===== config.mk =====
export PLATFORM = sky130hd
export DESIGN_NAME = uart_rx
export DESIGN_NICKNAME = d
export VERILOG_FILES = /design/src/rtl/uart_pkg.sv /design/src/rtl/uart_rx_sync.sv /design/src/rtl/uart_rx.sv
export SDC_FILE = /design/constraint.sdc
export NUM_CORES = 1
export LEC_CHECK = 0
export ABC_AREA = 1
export CAP_MARGIN = 40
export CORE_MARGIN = 2
export CORE_UTILIZATION = 40
export DETAILED_ROUTE_END_ITERATION = 10
export PLACE_DENSITY_LB_ADDON = 0.3
export SKIP_LAST_GASP = 1
export SLEW_MARGIN = 20
export SYNTH_ARGS = -nofsm -noshare
export SYNTH_HDL_FRONTEND = slang
export SYNTH_SLANG_ARGS = --single-unit

===== constraint.sdc =====
create_clock -name clk -period 2.3 [get_ports clk]
set_clock_uncertainty 0.15 [all_clocks]
set_input_delay 0.23 -clock clk [delete_from_list [all_inputs] [get_ports clk]]
set_output_delay 0.23 -clock clk [all_outputs]
set_load 0.005 [all_outputs]

===== src/rtl/uart_pkg.sv =====
// uart_pkg
// Shared constants and types for the UART blocks.
// Holds the receiver state enum, the oversampling ratio, the majority-vote
// sample positions inside a bit window and the data frame width.
package uart_pkg;

    localparam int OVERSAMPLE = 16;
    localparam int TICK_W     = $clog2(OVERSAMPLE);
    localparam int DATA_BITS  = 8;
    localparam int BIT_IDX_W  = 3;

    localparam logic [TICK_W-1:0] SAMPLE_IDX_0 = TICK_W'(7);
    localparam logic [TICK_W-1:0] SAMPLE_IDX_1 = TICK_W'(8);
    localparam logic [TICK_W-1:0] SAMPLE_IDX_2 = TICK_W'(9);
    localparam logic [TICK_W-1:0] TICK_LAST    = TICK_W'(OVERSAMPLE - 1);

    typedef enum logic [1:0] {
        RX_IDLE,
        RX_START,
        RX_DATA,
        RX_STOP
    } rx_state_t;

    // 2-of-3 vote used to reject a single-tick glitch inside a bit window
    function automatic logic majority3(input logic a, input logic b, input logic c);
        return (a & b) | (a & c) | (b & c);
    endfunction

endpackage


===== src/rtl/uart_rx_sync.sv =====
// uart_rx_sync
// Two-flop synchronizer for an asynchronous, idle-high input.
// Both flops reset to 1 so a reset never looks like a falling edge.
// Ports:
//   clk      - system clock
//   rst      - synchronous active-high reset
//   async_in - asynchronous input
//   sync_out - input resampled into the clk domain (2 clk latency)
module uart_rx_sync (
    input  logic clk,
    input  logic rst,
    input  logic async_in,
    output logic sync_out
);

    logic meta;

    // Two back-to-back flops; the first may go metastable, the second settles it
    always_ff @(posedge clk) begin
        if (rst) begin
            meta     <= 1'b1;
            sync_out <= 1'b1;
        end else begin
            meta     <= async_in;
            sync_out <= meta;
        end
    end

endmodule


===== src/rtl/uart_rx.sv =====
// uart_rx
// 8N1 UART receiver with 16x oversampling. Detects a start edge, votes each
// bit at window indices 7/8/9 and presents the byte with a one-clk strobe.
// Ports:
//   clk       - system clock
//   rst       - synchronous active-high reset, dominates all inputs
//   baud16    - oversample enable, 16 pulses per bit time
//   rx_in     - asynchronous serial line, idle high
//   data_out  - last received byte, held until the next frame completes
//   rx_valid  - one-clk pulse: good frame, data_out updated
//   frame_err - one-clk pulse: stop bit low, data_out updated anyway
//   rx_busy   - high whenever the receiver is not idle
module uart_rx
    import uart_pkg::*;
(
    input  logic       clk,
    input  logic       rst,
    input  logic       baud16,
    input  logic       rx_in,
    output logic [7:0] data_out,
    output logic       rx_valid,
    output logic       frame_err,
    output logic       rx_busy
);

    localparam logic [BIT_IDX_W-1:0] LAST_BIT = BIT_IDX_W'(DATA_BITS - 1);

    logic                 rx_s;
    rx_state_t            state;
    rx_state_t            state_next;
    logic [TICK_W-1:0]    tick_cnt;
    logic [BIT_IDX_W-1:0] bit_idx;
    logic [DATA_BITS-1:0] shift_reg;
    logic                 samp_a;
    logic                 samp_b;
    logic                 bit_vote;
    logic                 armed;
    logic                 vote_now;
    logic                 frame_done;

    uart_rx_sync u_sync (
        .clk      (clk),
        .rst      (rst),
        .async_in (rx_in),
        .sync_out (rx_s)
    );

    // The third vote sample is the live rx_s at index 9, so the result is
    // available on that same tick without waiting a further cycle
    assign vote_now = majority3(samp_a, samp_b, rx_s);
    assign rx_busy  = (state != RX_IDLE);

    // State register, advanced only on oversample ticks
    always_ff @(posedge clk) begin
        if (rst) begin
            state <= RX_IDLE;
        end else if (baud16) begin
            state <= state_next;
        end
    end

    // Next-state decode; frame_done marks the stop-bit vote tick
    always_comb begin
        state_next = state;
        frame_done = 1'b0;
        case (state)
            RX_IDLE: begin
                if (!rx_s && armed) begin
                    state_next = RX_START;
                end
            end
            RX_START: begin
                if (tick_cnt == TICK_LAST) begin
                    state_next = bit_vote ? RX_IDLE : RX_DATA;
                end
            end
            RX_DATA: begin
                if (tick_cnt == TICK_LAST && bit_idx == LAST_BIT) begin
                    state_next = RX_STOP;
                end
            end
            RX_STOP: begin
                if (tick_cnt == SAMPLE_IDX_2) begin
                    state_next = RX_IDLE;
                    frame_done = 1'b1;
                end
            end
            default: state_next = RX_IDLE;
        endcase
    end

    // Tick/bit counters, vote samples, shift register and output registers.
    // The detection tick counts as index 0, so the counter is loaded with 1
    // on the way into START. The strobes default low every clk so they stay
    // one clk wide even when baud16 is held high.
    always_ff @(posedge clk) begin
        if (rst) begin
            tick_cnt  <= '0;
            bit_idx   <= '0;
            shift_reg <= '0;
            samp_a    <= 1'b0;
            samp_b    <= 1'b0;
            bit_vote  <= 1'b0;
            armed     <= 1'b1;
            data_out  <= 8'h00;
            rx_valid  <= 1'b0;
            frame_err <= 1'b0;
        end else begin
            rx_valid  <= 1'b0;
            frame_err <= 1'b0;
            if (baud16) begin
                if (state == RX_IDLE) begin
                    tick_cnt <= (state_next == RX_START) ? TICK_W'(1) : '0;
                    bit_idx  <= '0;
                    if (rx_s) begin
                        armed <= 1'b1;
                    end
                end else begin
                    tick_cnt <= tick_cnt + 1'b1;
                    if (tick_cnt == SAMPLE_IDX_0) begin
                        samp_a <= rx_s;
                    end
                    if (tick_cnt == SAMPLE_IDX_1) begin
                        samp_b <= rx_s;
                    end
                    if (tick_cnt == SAMPLE_IDX_2) begin
                        bit_vote <= vote_now;
                    end
                end

                if (state == RX_DATA && tick_cnt == TICK_LAST) begin
                    shift_reg <= {bit_vote, shift_reg[DATA_BITS-1:1]};
                    bit_idx   <= bit_idx + 1'b1;
                end

                // A low stop bit disarms detection until the line is seen
                // high again, so a held break yields a single error
                if (frame_done) begin
                    data_out <= shift_reg;
                    if (vote_now) begin
                        rx_valid <= 1'b1;
                    end else begin
                        frame_err <= 1'b1;
                        armed     <= 1'b0;
                    end
                end
            end
        end
    end

endmodule


==> metrics.md, run 1 <==
| Metric | Value |
|---|---|
| Most common cell in the netlist | `nand2_1` |
| Initial DRC Count | `70` |
| Die Y | `~63 microns` |
| Max FO, Critical Path | `6` |
| Final core occ | `0.4844` |
| Core area | `between 3000 and 4000 sq um` |
| Post-synth EDFFs | `0` |
| Hold violation total from the final report | `0` |
| CTS Sinks | `33` |
| Post-CTS resize count | `0` |
| Reg power frac | `0.623` |
| Leak | `0.6705 nW` |
| Net Count, Synth | `roughly 190` |
| Relative slew slack | `0.7111` |
| Status | `finished, final reports clean` |
| Synth Instances | `between 150 and 200` |
| Die X | `about 63 microns` |
| DRC viols | `0` |
| TritonRoute pass-1 iters | `4` |
| Internal power | `between 0.7 and 0.8 mW` |
| DP Area | `about 1600 sq um` |
| Ant. Diodes | `0` |
| Post-DR wirelength/cell | `about 11 microns` |
| Synth cell count leaders | `nand2_1 (38), dfxtp_1 (33), nor2_1 (28)` |
| CP startpoint kind | `register` |
| CTS buffer count | `5` |
| Sequential Area | `approximately 660 sq um` |
| Synth top area share | `0.4783` |
| Post-synth ARST share | `0` |
| Worst hold path class | `reg2reg` |
| Cell Rows | `21` |
| Avg Cell Area, Syn | `between 7 and 8 sq um` |
| Pin count of the biggest net entering global routing | `18` |
| Count of non-filler cells in the finished layout | `roughly 250` |
| CTS Buffer Depth | `2` |
| Post-synthesis cell type count | `21` |
| Cts hold-fix bufs | `0` |
| Hold path depth | `1` |
| First-pass GRT wire length | `4.698 mm` |
| RSZ-0062 raised after global routing | `false` |
| Total Wirelength | `2.656 mm` |
| Cell area after synthesis | `between 1000 and 1500 sq um` |
| Grt ovf | `0` |
| Peak Freq | `between 500 and 600 MHz` |
| Gr usage total | `0.1537` |
| CP endpoint kind | `output pin` |
| Pre-CTS setup slack | `~0.33 ns` |
| Max Cap Violations | `0` |
| Clk slew on worst S/H paths | `approximately 0.11 ns` |
| H-tree depth | `2` |
| Tightest Pin Transition | `between 0.4 and 0.5 ns` |
| Final setup fails | `0` |
| Switching fraction of total power | `0.2430` |
| Fillers | `between 300 and 400` |
| Final period utilization | `0.7917` |
| # IOs | `15` |
| IO buf count | `14` |
| Die Area | `3939 sq um` |
| Placed cell count | `around 240` |
| Worst EP required | `between 1.5 and 2 ns` |
| Pwr dens | `between 500 and 600 nW/um^2` |
| Clk root buf | `clkbuf_4` |
| Sw Pwr | `0.2252 mW` |
| CTS tree | `built` |
| Post-route setup TNS | `0 ns` |
| Area leader, netlist | `dfxtp_1` |
| Critical Path AT | `1.44 ns` |
| Slew Limit Fails | `0` |
| Synthesized flop and latch total | `33` |
| Vias after detailed routing | `roughly 1,200` |
| Antenna Violating Nets Remaining | `0` |
| Register area share after synthesis | `0.4783` |
| Setup bufs post-CTS | `0` |
| Setup CP Type | `reg2out` |
| Area of the multi-input gates | `between 600 and 700 sq um` |
| Setup slack after layout | `0.4791 ns` |
| Fin area | `~1600 sq um` |
| Layout cell share with drive strength beyond 1 | `0.09453` |
| Min cycle time layout | `approximately 1.8 ns` |
| Initial antenna violation count | `0` |
| Vias per cell | `4.733` |
| Fin nets | `approximately 210` |
| Final Power | `around 0.93 mW` |
| Logic pwr share | `0.037` |
| DP HPWL | `between 1.5 and 2 mm` |
| Synth warn | `0` |
| Worst R2R Path Depth | `6` |
| Clock share of power | `0.340` |
| WHS | `between 0.2 and 0.3 ns` |
| Clk Latency, worst-skew pair | `~0.33 ns` |
| Initial core utilization | `0.4139` |
| Synth top area cells | `dfxtp_1 (48%), nand2_1 (10%), nor2_1 (7.6%)` |
| Area growth from synthesis to layout | `17.03%` |
| Primary FF master, synth | `dfxtp_1` |
| Vias in the first global route | `995` |
| VDD IR-drop max | `between 0.2 and 0.3 mV` |
| Placer Congestion | `roughly 0.89` |
-- power by group through the flow --
stage          clock (mW)  sequential, mW  combinational [mW]
6_report            0.315           0.577              0.0347
5_1_grt             0.361           0.578              0.0392
4_1_cts             0.328           0.577              0.0348
3_5_place_dp            0           0.591              0.0347
3_3_place_gp            0           0.590              0.0348
2_1_floorplan           0           0.589              0.0226
-- critical path, stage by stage, from the launching register on --
cell,delay (ns)
dfxtp_1,0.38
nor2_2,0.24
inv_1,0.06
clkdlybuf4s50_1,0.44
-- layout by cell type (no fill, tap or decap), drive strengths merged --
cell type	netlist	layout
clkbuf	4	5
nand3	12	12
xor2	1	1
clkinv	0	2
nand2	38	38
nor3	6	6
ha	5	5
clkinvlp	0	1
o21ai	15	15
dfxtp	33	33
or2	2	2
inv	18	18
clkdlybuf4s50	0	14
a21oi	16	16
maj3	1	1
nor2	30	30
buf	2	2
-- routing by layer --
metal  vias up  global-route usage  share of wire
li1        617                   -              -
met1       513              0.2172           0.49
met2        35              0.2097           0.43
met3         4             0.05405          0.053
met4         0             0.06667          0.017
met5         -                   0              0
-- cell type report --
type / instances / share of cell area
flip-flops and latches: 33 / 0.4087
multi-input cells: 126 / 0.3839
repair buffers: 16 / 0.09598
inverters: 18 / 0.04180
well taps: 46 / 0.03560
clock buffers: 5 / 0.02322
clock inverters: 3 / 0.01084
-- worst paths after layout --
| path | slack [ns] | startpoint | end |
|---|---|---|---|
| min reg2reg | 0.27 | u_sync.meta | u_sync.sync_out |
| max | 0.48 | state[1] | rx_busy |
| max reg2reg | 0.59 | tick_cnt[0] | data_out[0] |
| min | 0.27 | u_sync.meta | u_sync.sync_out |
-- cells by family (layout without fill, tap and decap cells) --
| family | count (synthesis) | count (layout) | synth area share |
|---|---|---|---|
| compound gates | 31 | 31 | 0.1123 |
| simple gates | 88 | 88 | 0.2781 |
| buf+inv | 24 | 42 | 0.07245 |
| fa+ha+maj | 6 | 6 | 0.05254 |
| xor+xnor | 1 | 1 | 0.006342 |
| flops | 33 | 33 | 0.4783 |
No activity file was read; power rests on OpenSTA's default activity.
==> run 2: changes to the inputs <==
clock period = 1.68 ns   (was 2.3 ns; I/O delays follow)
==> metrics.md, run 2 (same netlist as run 1, synthesis figures left out) <==
| Metric | Value |
|---|---|
| Status | `finished, final reports clean` |
| VDD IR-drop max | `0.5140 mV (+74%)` |
| Slew Limit Fails | `0 (unchanged)` |
| Final Power | `1.577 mW (+70%)` |
| DRC viols | `0 (unchanged)` |
| Area growth from synthesis to layout | `26.36%` |
| CTS tree | `built` |
| Vias per cell | `4.648 (-1.8%)` |
| IO buf count | `14 (unchanged)` |
| CP endpoint kind | `output pin` |
| Cell Rows | `21 (unchanged)` |
| Ant. Diodes | `0 (unchanged)` |
| Post-DR wirelength/cell | `10.59 microns (-1.5%)` |
| Die Y | `62.77 microns (unchanged)` |
| First-pass GRT wire length | `4.761 mm (+1.3%)` |
| Commonest cells after routing, fill and taps aside | `nand2_1 (38), dfxtp_1 (30), nor2_1 (27), a21oi_1 (16)` |
| CTS buffer count | `5 (unchanged)` |
| Total Wirelength | `2.679 mm (+0.87%)` |
| Fin area | `1745 sq um (+8.0%)` |
| Worst hold path class | `in2reg` |
| Area of the multi-input gates | `638.1 sq um (+2.8%)` |
| Worst EP required | `1.36 ns (-0.56 ns)` |
| Final setup fails | `0 (unchanged)` |
| Hold path depth | `2 (+1)` |
| Pwr dens | `903.3 nW/um^2 (+58%)` |
| RR Endpoint | `bit_idx[1]` |
| Die X | `62.77 microns (unchanged)` |
| Worst R2R Path Depth | `7 (+1)` |
| Tightest Pin Transition | `0.4031 ns (-0.02974 ns)` |
| Clk Latency, worst-skew pair | `0.33 ns (about the same)` |
| CP startpoint kind | `register` |
| Antenna Violating Nets Remaining | `0 (unchanged)` |
| Grt ovf | `0 (unchanged)` |
| DP Area | `1592 sq um (+1.9%)` |
| Gr usage total | `0.1540 (+0.0002646)` |
| Initial antenna violation count | `0 (unchanged)` |
| Max Cap Violations | `0 (unchanged)` |
| Hold violation total from the final report | `0 (unchanged)` |
| Min cycle time layout | `1.621 ns` |
| Clk slew on worst S/H paths | `0.10 ns (about the same)` |
| Final core occ | `0.5231 (+0.03862)` |
| CTS Buffer Depth | `2 (unchanged)` |
| Sink of the worst hold path | `u_sync.meta` |
| Critical Path AT | `1.30 ns (-0.14 ns)` |
| Clk root buf | `clkbuf_4` |
| H-tree depth | `2 (unchanged)` |
| Fin nets | `215 (+2.9%)` |
| CTS Sinks | `33 (unchanged)` |
| Max FO, Critical Path | `6 (unchanged)` |
| TritonRoute pass-1 iters | `6 (+2)` |
| Placer Congestion | `0.8420 (-5.1%)` |
| RSZ-0062 raised after global routing | `true` |
| Relative slew slack | `0.7310 (+0.01985)` |
| # IOs | `15 (unchanged)` |
| Core area | `3337 sq um (unchanged)` |
| Setup CP Type | `reg2out` |
| Die Area | `3939 sq um (unchanged)` |
| DP HPWL | `1.901 mm (+3.3%)` |
| Layout cell share with drive strength beyond 1 | `0.1498 (+0.05523)` |
| R2r startpoint | `tick_cnt[1]` |
| Initial core utilization | `0.4139 (unchanged)` |
| Fillers | `326 (-4.4%)` |
| Hold_sp | `rx_in` |
| R2R Setup Slk | `0.13 ns (-0.46 ns)` |
| Commonest non-fill, non-tap cell in the layout | `nand2_1` |
| Peak Freq | `about 620 MHz` |
| Final period utilization | `0.9649` |
| Pin count of the biggest net entering global routing | `18 (unchanged)` |
| Initial DRC Count | `48 (-31%)` |
| Vias in the first global route | `1,014 (+1.9%)` |
| Sequential Area | `669.4 sq um (+1.3%)` |
| Leak | `0.7258 nW (+8.2%)` |
| Cts hold-fix bufs | `0 (unchanged)` |
| Vias after detailed routing | `1,176 (+0.60%)` |
[run 2: how the worst max path moves through the flow]
stage           startpoint     endpoint  slack, ns  depth (start not counted)
3_5_place_dp        baud16  data_out[3]      -0.06                          6
4_1_cts           state[0]      rx_busy       0.02                          3
2_1_floorplan  tick_cnt[1]  data_out[0]       0.24                          7
3_3_place_gp        baud16  data_out[5]     -0.009                          6
6_report          state[1]      rx_busy       0.06                          3
5_1_grt        tick_cnt[1]  data_out[3]     -0.009                          7
[run 2: through the flow]
| step | hold slack (ns) | instances | setup TNS [ns] | worst slack, ns |
|---|---|---|---|---|
| after floorplan | 0.1218 | 183 | 0 | 0.2401 |
| after global placement | 0.2446 | 243 | -0.01995 | -0.009405 |
| after detailed placement | 0.2527 | 243 | -0.3585 | -0.05701 |
| after CTS | 0.2277 | 252 | 0 | 0.02426 |
| after global routing | 0.2308 | 253 | -0.008930 | -0.008930 |
| final | 0.2411 | 253 | 0 | 0.05890 |
[run 2: cell type report]
| cell class | instances | share of cell area |
|---|---|---|
| flip-flops and latches | 33 | 0.3835 |
| multi-input cells | 126 | 0.3656 |
| repair buffers | 21 | 0.1147 |
| inverters | 18 | 0.04014 |
| clock inverters | 3 | 0.03728 |
| well taps | 46 | 0.03297 |
| clock buffers | 5 | 0.02151 |
| repair inverters | 1 | 0.004301 |
[run 2: worst max-delay path, cell delays in order (launching register included)]
cell             delay [ns]
dfxtp_4                0.40
nor2_4                 0.04
inv_1                  0.04
clkdlybuf4s50_1        0.49
[run 2: per-layer routing]
layer | vias up | part of all wire | track usage
met4 | 0 | 0.016 | 0.06667
met2 | 21 | 0.43 | 0.2191
met1 | 517 | 0.51 | 0.2133
met5 | - | 0 | 0
li1 | 634 | - | -
met3 | 4 | 0.039 | 0.04865
[run 2: power by group]
part | switching [mW] | internal [mW]
registers | 0.00446 | 0.784
clock network | 0.274 | 0.461
logic | 0.0316 | 0.0225
total | 0.310 | 1.27
[run 2: repair_timing]
| action | 4_1_cts | 5_1_grt |
|---|---|---|
| setup buffers | 1 | 0 |
| gates cloned | 0 | 1 |
| hold endpoints to repair | 0 | 0 |
| gates resized for setup | 3 | 9 |
| setup endpoints to repair | 1 | 9 |
| pin swaps | 1 | 2 |
==> run 3: changes to the inputs <==
CORE_UTILIZATION = 30   (was 40)
==> metrics.md, run 3 (same netlist as run 1, synthesis figures left out) <==
| Metric | Value |
|---|---|
| Status | `finished, final reports clean` |
| Ant. Diodes | `0 (unchanged)` |
| DP HPWL | `1.973 mm (+3.8%)` |
| Layout cell share with drive strength beyond 1 | `0.1483 (-0.001433)` |
| Final setup fails | `0 (unchanged)` |
| Pin count of the biggest net entering global routing | `16 (-2)` |
| Count of non-filler cells in the finished layout | `261 (+3.2%)` |
| Leak | `0.7206 nW (-0.71%)` |
| Core area | `4384 sq um (+31%)` |
| Die X | `71.86 microns (+14%)` |
| Fin nets | `217 (+0.93%)` |
| Tightest Pin Transition | `0.4118 ns (+0.008721 ns)` |
| Cell Rows | `24 (+14%)` |
| Pwr dens | `819.3 nW/um^2 (-9.3%)` |
| Post-DR wirelength/cell | `11.02 microns (+4.0%)` |
| Final period utilization | `0.9646 (about the same)` |
| Area growth from synthesis to layout | `26.00%` |
| DP Area | `1622 sq um (+1.9%)` |
| Slew Limit Fails | `0 (unchanged)` |
| Grt ovf | `0 (unchanged)` |
| VDD IR-drop max | `0.2348 mV (-54%)` |
| Gr usage total | `0.1227 (-0.03130)` |
| Total Wirelength | `2.875 mm (+7.3%)` |
| CP endpoint kind | `output pin` |
| Fin area | `1740 sq um (-0.29%)` |
| First-pass GRT wire length | `5.016 mm (+5.4%)` |
| Worst hold path class | `reg2reg` |
| Peak Freq | `617.1 MHz (about the same)` |
| H-tree depth | `2 (unchanged)` |
| Initial core utilization | `0.3151 (-0.09888)` |
| CTS Sinks | `33 (unchanged)` |
| Commonest non-fill, non-tap cell in the layout | `nand2_1` |
| Critical Path AT | `1.30 ns (about the same)` |
| Clk slew on worst S/H paths | `0.07 ns (-0.03 ns)` |
| Min cycle time layout | `1.621 ns (-0.0005173 ns)` |
| Initial DRC Count | `120 (+150%)` |
| TritonRoute pass-1 iters | `4 (-2)` |
| Vias in the first global route | `1,104 (+8.9%)` |
| Die Area | `5163 sq um (+31%)` |
| Die Y | `71.86 microns (+14%)` |
| CP startpoint kind | `register` |
| Clk Latency, worst-skew pair | `0.28 ns (-0.05 ns)` |
| CTS buffer count | `5 (unchanged)` |
| Clk root buf | `clkbuf_8` |
| Antenna Violating Nets Remaining | `0 (unchanged)` |
| Setup bufs post-CTS | `0 (-1)` |
| Max Cap Violations | `0 (unchanged)` |
| Relative slew slack | `0.7252 (-0.005821)` |
| Cts hold-fix bufs | `0 (unchanged)` |
| Vias after detailed routing | `1,189 (+1.1%)` |
| DRC viols | `0 (unchanged)` |
| Setup CP Type | `reg2out` |
| Hold violation total from the final report | `0 (unchanged)` |
| IO buf count | `14 (unchanged)` |
| Placer Congestion | `0.8739 (+3.8%)` |
| Placed cell count | `252 (+3.7%)` |
| CTS Buffer Depth | `2 (unchanged)` |
| Worst EP required | `1.36 ns (about the same)` |
| Setup slack after layout | `0.05942 ns (+0.0005173 ns)` |
| Max FO, Critical Path | `6 (unchanged)` |
| Pre-CTS setup slack | `0.05692 ns (+0.1139 ns)` |
| Final core occ | `0.3970 (-0.1261)` |
| Vias per cell | `4.556 (-2.0%)` |
| Commonest cells after routing, fill and taps aside | `nand2_1 (38), dfxtp_1 (31), nor2_1 (27), a21oi_1 (16)` |
| Initial antenna violation count | `0 (unchanged)` |
| CTS tree | `built` |
| # IOs | `15 (unchanged)` |
run 3: power breakdown:
| part | internal [mW] | switching, mW |
|---|---|---|
| combinational | 0.0238 | 0.0339 |
| clock | 0.286 | 0.292 |
| sequential | 0.786 | 0.00447 |
| total | 1.10 | 0.330 |
run 3: worst paths after layout:
check                            startpoint  slack (ns)  cells after the start               to
worst max-delay path               state[1]        0.06                      3          rx_busy
worst min-delay path            u_sync.meta        0.27                      1  u_sync.sync_out
worst max register to register  tick_cnt[1]        0.11                      7       bit_idx[2]
worst min register to register  u_sync.meta        0.27                      1  u_sync.sync_out
run 3: critical path, stage by stage, from the launching register on:
cell and delay, ns:
dfxtp_2 0.36, nor2_4 0.18, inv_1 0.06, clkdlybuf4s50_1 0.44
run 3: final cells by class:
cell class                 count  area (sq um)
fill                         473          2644
timing repair inverter         1         7.507
clock inverter                 3         17.52
inverter                      18         70.07
timing repair buffer          23         207.7
clock buffer                   5         68.82
tap                           52         65.06
sequential                    33         663.1
multi-input combinational    126         640.6
run 3: what timing repair did:
| item | CTS | global route |
|---|---|---|
| setup endpoints to repair | 1 | 11 |
| resized for setup | 2 | 5 |
| cloned | 0 | 1 |
run 3: through the flow:
step	TNS (ns)	power, mW	hold slack (ns)
after floorplan	0	0.8379	0.1218
after global placement	0	0.8647	0.2449
after detailed placement	0	0.8647	0.2576
after CTS	0	1.445	0.2775
after global routing	-0.03870	1.493	0.2931
final	0	1.426	0.2733
run 3: per-layer routing:
layer  track usage  routed length [microns]  vias up
li1              -                        -      633
met1        0.1655                     1506      536
met2        0.1914                     1278       18
met3       0.03376                       69        2
met4       0.03774                       21        0
met5             0                        0        -
